## src/rtl/adder_sum_accumulator.sv

```systemverilog
// Frame accumulator behind the pipelined 16-bit adder.
// Sums N_SAMPLES beats (or fewer on flush) and holds each total until taken.
module adder_sum_accumulator #(
  parameter  int DATA_WIDTH = 16,
  parameter  int N_SAMPLES  = 9,
  parameter  int ACC_WIDTH  = 20,
  localparam int CNT_WIDTH  = $clog2(N_SAMPLES + 1)
) (
  input  logic                  clk,
  input  logic                  rst_n,
  input  logic                  in_valid,
  output logic                  in_ready,
  input  logic [DATA_WIDTH-1:0] in_data,
  input  logic                  flush,
  output logic                  out_valid,
  input  logic                  out_ready,
  output logic [ACC_WIDTH-1:0]  out_sum,
  output logic [CNT_WIDTH-1:0]  out_count,
  output logic                  out_ovf
);

  typedef enum logic [0:0] {
    ACC  = 1'b0,
    HOLD = 1'b1
  } state_t;

  state_t state;
  state_t state_nxt;

  logic [ACC_WIDTH-1:0] acc;
  logic [CNT_WIDTH-1:0] cnt;
  logic                 ovf_acc;

  logic                 accept;
  logic                 last;
  logic                 close;
  logic [ACC_WIDTH:0]   sum_ext;
  logic [ACC_WIDTH-1:0] acc_nxt;
  logic [CNT_WIDTH-1:0] cnt_nxt;
  logic                 ovf_nxt;

  assign in_ready  = (state == ACC);
  assign out_valid = (state == HOLD);

  assign accept  = in_valid & in_ready;
  assign sum_ext = {1'b0, acc} + (ACC_WIDTH + 1)'(in_data);

  // Next-frame values include this cycle's beat so a close captures it.
  assign acc_nxt = accept ? sum_ext[ACC_WIDTH-1:0] : acc;
  assign cnt_nxt = accept ? cnt + CNT_WIDTH'(1) : cnt;
  assign ovf_nxt = ovf_acc | (accept & sum_ext[ACC_WIDTH]);

  assign last  = accept & (cnt == CNT_WIDTH'(N_SAMPLES - 1));
  assign close = in_ready &
                 (last | (flush & ((cnt != '0) | accept)));

  always_comb begin
    state_nxt = state;
    unique case (1'b1)
      (state == ACC):  if (close)     state_nxt = HOLD;
      (state == HOLD): if (out_ready) state_nxt = ACC;
      default:         state_nxt = ACC;
    endcase
  end

  always_ff @(posedge clk or negedge rst_n) begin
    if (!rst_n) begin
      state <= ACC;
    end else begin
      state <= state_nxt;
    end
  end

  always_ff @(posedge clk or negedge rst_n) begin
    if (!rst_n) begin
      acc       <= '0;
      cnt       <= '0;
      ovf_acc   <= 1'b0;
      out_sum   <= '0;
      out_count <= '0;
      out_ovf   <= 1'b0;
    end else if (close) begin
      out_sum   <= acc_nxt;
      out_count <= cnt_nxt;
      out_ovf   <= ovf_nxt;
      acc       <= '0;
      cnt       <= '0;
      ovf_acc   <= 1'b0;
    end else if (accept) begin
      acc     <= acc_nxt;
      cnt     <= cnt_nxt;
      ovf_acc <= ovf_nxt;
    end
  end

endmodule
```

## config.mk

```make
export PLATFORM = sky130hd
export DESIGN_NAME = adder_sum_accumulator
export DESIGN_NICKNAME = d
export VERILOG_FILES = /design/src/rtl/adder_sum_accumulator.sv
export SDC_FILE = /design/constraint.sdc
export NUM_CORES = 1
export LEC_CHECK = 0
export BUFFER_PORTS_ARGS = -buffer_cell sky130_fd_sc_hd__buf_4
export CAP_MARGIN = 20
export CORE_MARGIN = 2
export CORE_UTILIZATION = 56
export DETAILED_ROUTE_END_ITERATION = 8
export PLACE_DENSITY = 0.79
export SLEW_MARGIN = 10
export SYNTH_ARGS = -nofsm -noshare
export SYNTH_HDL_FRONTEND = slang
export SYNTH_SLANG_ARGS = --single-unit
```

## constraint.sdc

```tcl
create_clock -name clk -period 3.15 [get_ports clk]
set_clock_uncertainty 0.2 [all_clocks]
set_input_delay 0.7875 -clock clk [delete_from_list [all_inputs] [get_ports clk]]
set_output_delay 0.7875 -clock clk [all_outputs]
set_load 0.02 [all_outputs]
```

==> results.toml <==
[status]
status = "finished clean"

[cells_and_area]
final_area_sq_mm = 0.003460
layout_commonest_cell = "buf_4"
multi_input_area_sq_mm = 0.001519
final_cell_mix = "buf_4, dfrtp_1, nand2_1, nor2_1, o21ai_0"
final_nets = 406
antennaDiodeCount = 0
syn_to_final_growth_pct = 19.75
regArea_sq_mm = 0.001276
drive_gt1_share_pct = 19.35
n_fill_cell = 433

[sta]
slew_headroom_pct = 57.50
worst_pin_slew_ps = 636.2
fin_crit_ps = 2894
tns_ps = 0
clock.fmax_ghz = 0.3456
period_share_pct = 91.87
finalMaxSlewViolations = 0
hold_violations = 0
rsz0062_at_grt = "false"
setup_viol = 0
hold_slack_ps = 287.5

[logic_synthesis]
syn_area_per_cell_sq_um = 9.056
yosysWarningCount = 0
syn_area_sq_mm = 0.002889
synth_flop_cell = "dfrtp_1"
syn_inst = 319
synth_cell_types = 45
synth-seq-cells = 51
synth_fp_nets = 359
ys_seq_area_share_pct = 44.17
async_flop_share_pct = 100.0
synth_edf_count = 0

[clocking]
cts_inserted_buffers = 5
clock_latency_ps = 310
cts_resized = 0
clkSlewWorstSetupHoldPaths_ps = 100
clockBufferDepth = 2
hold_buffers = 0
htreeDepth = 2
cts_setup_buffers = 0
cts_tree = "built"
cts_num_sinks = 51
root_buffer = "clkbuf_8"

[floorplan]
core_sq_mm = 0.005042
die_h_um = 75.83
io_pins = 48
initial_core_util_pct = 57.30
row_count = 26
die-area_sq_mm = 0.005749
die_x_um = 75.83

[run]
maxCapViolCount = 0

[routing]
dr.pass1.iters = 4
wirelength_um = 6402
antenna_left = 0
vias_per_cell = 5.469
num_vias = 2390
initialDrtViolationCount = 139
drc = 0
wl_per_cell_um = 14.65

[global_route]
grt_pass1_wl_um = 10540
grt_util_all_layers_pct = 24.21
grt_max_degree = 52
grt_pass1_vias = 2250
gr-total-overflow = 0
grt_antenna_before_repair = 0

[pwr]
power_mw = 3.198
p_leak_nw = 1.677
powerDensity_mw_per_mm2 = 924.5
ir_worst_vdd_mv = 0.4879

[setup_path]
path_max_fanout = 3
endpoint_kind = "flip-flop"
r2r-start = "acc[0]$_DFFE_PN0P_"
cpMaxStageDelayCell = "fa_1"
setup.worst_path.start = "in_data[0]"
reg2reg_to = "acc[14]$_DFFE_PN0P_"
startpoint_type = "primary input"
max_stage_delay_ps = 430
worstSetupPathType = "primary input to flip-flop"
worstPathCellList = "buf_4 -> ha_1 -> fa_1 -> a21oi_1 -> nand4b_1 -> nand3_1 -> a211oi_1 -> o21ai_0 -> xnor2_1 -> o31ai_1"
cp.arrival_ps = 2920
rrSetupSlack_ps = 450
ff2ff_path_depth = 9
crit_required_ps = 3180

[hold_path]
hold_class = "primary input to asynchronous set/reset pin"

[place]
place_area_sq_mm = 0.003344
io_buffer_count = 47
place_hpwl_um = 4896
gp_congestion = 0.8271
==> cell type report <==
cell class	instances	share of cell area (%)
multi-input cells	243	43.91
flip-flops and latches	51	36.89
repair buffers	58	12.59
well taps	70	2.532
clock buffers	5	1.989
clock inverters	3	1.338
inverters	7	0.7595
==> registers in the layout, summed over array words and instances (netlist names) <==
| signal | flops |
|---|---|
| out_ovf | 1 |
| acc | 20 |
| out_count | 4 |
| cnt | 4 |
| out_valid | 1 |
| ovf_acc | 1 |
| out_sum | 20 |
==> per-layer routing <==
layer | routed length [um] | track usage, % | share of wire [%] | vias up
met1 | 3127 | 35.53 | 49 | 1119
met3 | 369 | 4.365 | 5.8 | 3
met4 | 31 | 5.458 | 0.48 | 0
met5 | 0 | 0 | 0 | -
li1 | - | - | - | 1210
met2 | 2874 | 37.45 | 45 | 58
==> cells in the mapped netlist (2+ instances only) <==
cell      count  area, sq um
dfrtp_1      51         1276
nor2_1       39        146.4
o21ai_0      32        160.2
nand2_1      39        146.4
clkbuf_1     16        60.06
o21a_1        4        30.03
a31oi_1       2        12.51
nand4_1       4        25.02
buf_1         2        7.510
mux2i_1       6        60.06
o211ai_1      2        15.01
nor3_1        3        15.01
and2_1        2        12.51
nor2b_1       4        25.02
ha_1         18        225.2
a21o_1        6        45.04
xnor2_1      10        87.58
and4_1        2        17.52
nand3_1      10        50.05
a21oi_1      28        140.1
inv_1         7        26.28
and3_1        2        12.51
xor2_1        8        70.07
==> critical path, delay by kind of cell <==
| kind | cells | cell delay [ps] |
|---|---|---|
| AOI/OAI and AO/OA | 4 | 940 |
| and+or+nand+nor | 2 | 270 |
| buffers and inverters | 1 | 110 |
| xor gates and xnor gates | 1 | 160 |
| adders and majority gates | 2 | 650 |
==> cell families (layout without fill, tap and decap cells) <==
| group | Yosys count | in the layout | synth area share (%) |
|---|---|---|---|
| AND/OR/NAND/NOR | 113 | 113 | 18.23 |
| AO/OA/AOI/OAI | 86 | 86 | 17.93 |
| flip-flops | 51 | 51 | 44.17 |
| buffers and inverters | 25 | 73 | 3.249 |
| adder cells (fa/ha/maj) | 19 | 19 | 8.489 |
| XOR/XNOR | 18 | 18 | 5.457 |
| multiplexers | 7 | 7 | 2.469 |
==> stage by stage <==
step           setup WS (ps)  instances  util [%]
2_1_floorplan          245.7        319         -
3_3_place_gp          -44.95        429     66.33
3_5_place_dp          -71.15        429     66.33
4_1_cts                240.8        437     68.61
5_1_grt                32.99        437     68.61
6_report               256.1        437     68.61
==> power by group <==
group          total, mW  internal (mW)  switching (mW)
Clock              0.469          0.239           0.230
Combinational       1.67          0.707           0.966
Sequential          1.06          0.894           0.162
Total               3.20           1.84            1.36
==> worst max-delay path by stage <==
| stage | to | slack, ps | cells after the start |
|---|---|---|---|
| 6_report | acc[14]$_DFFE_PN0P_ | 260 | 10 |
| 5_1_grt | acc[14]$_DFFE_PN0P_ | 30 | 10 |
| 4_1_cts | acc[14]$_DFFE_PN0P_ | 240 | 10 |
| 3_5_place_dp | acc[14]$_DFFE_PN0P_ | -70 | 10 |
| 3_3_place_gp | acc[14]$_DFFE_PN0P_ | -40 | 10 |
| 2_1_floorplan | out_sum[13]$_DFFE_PN0P_ | 250 | 8 |
No activity file was read; power rests on OpenSTA's default activity.
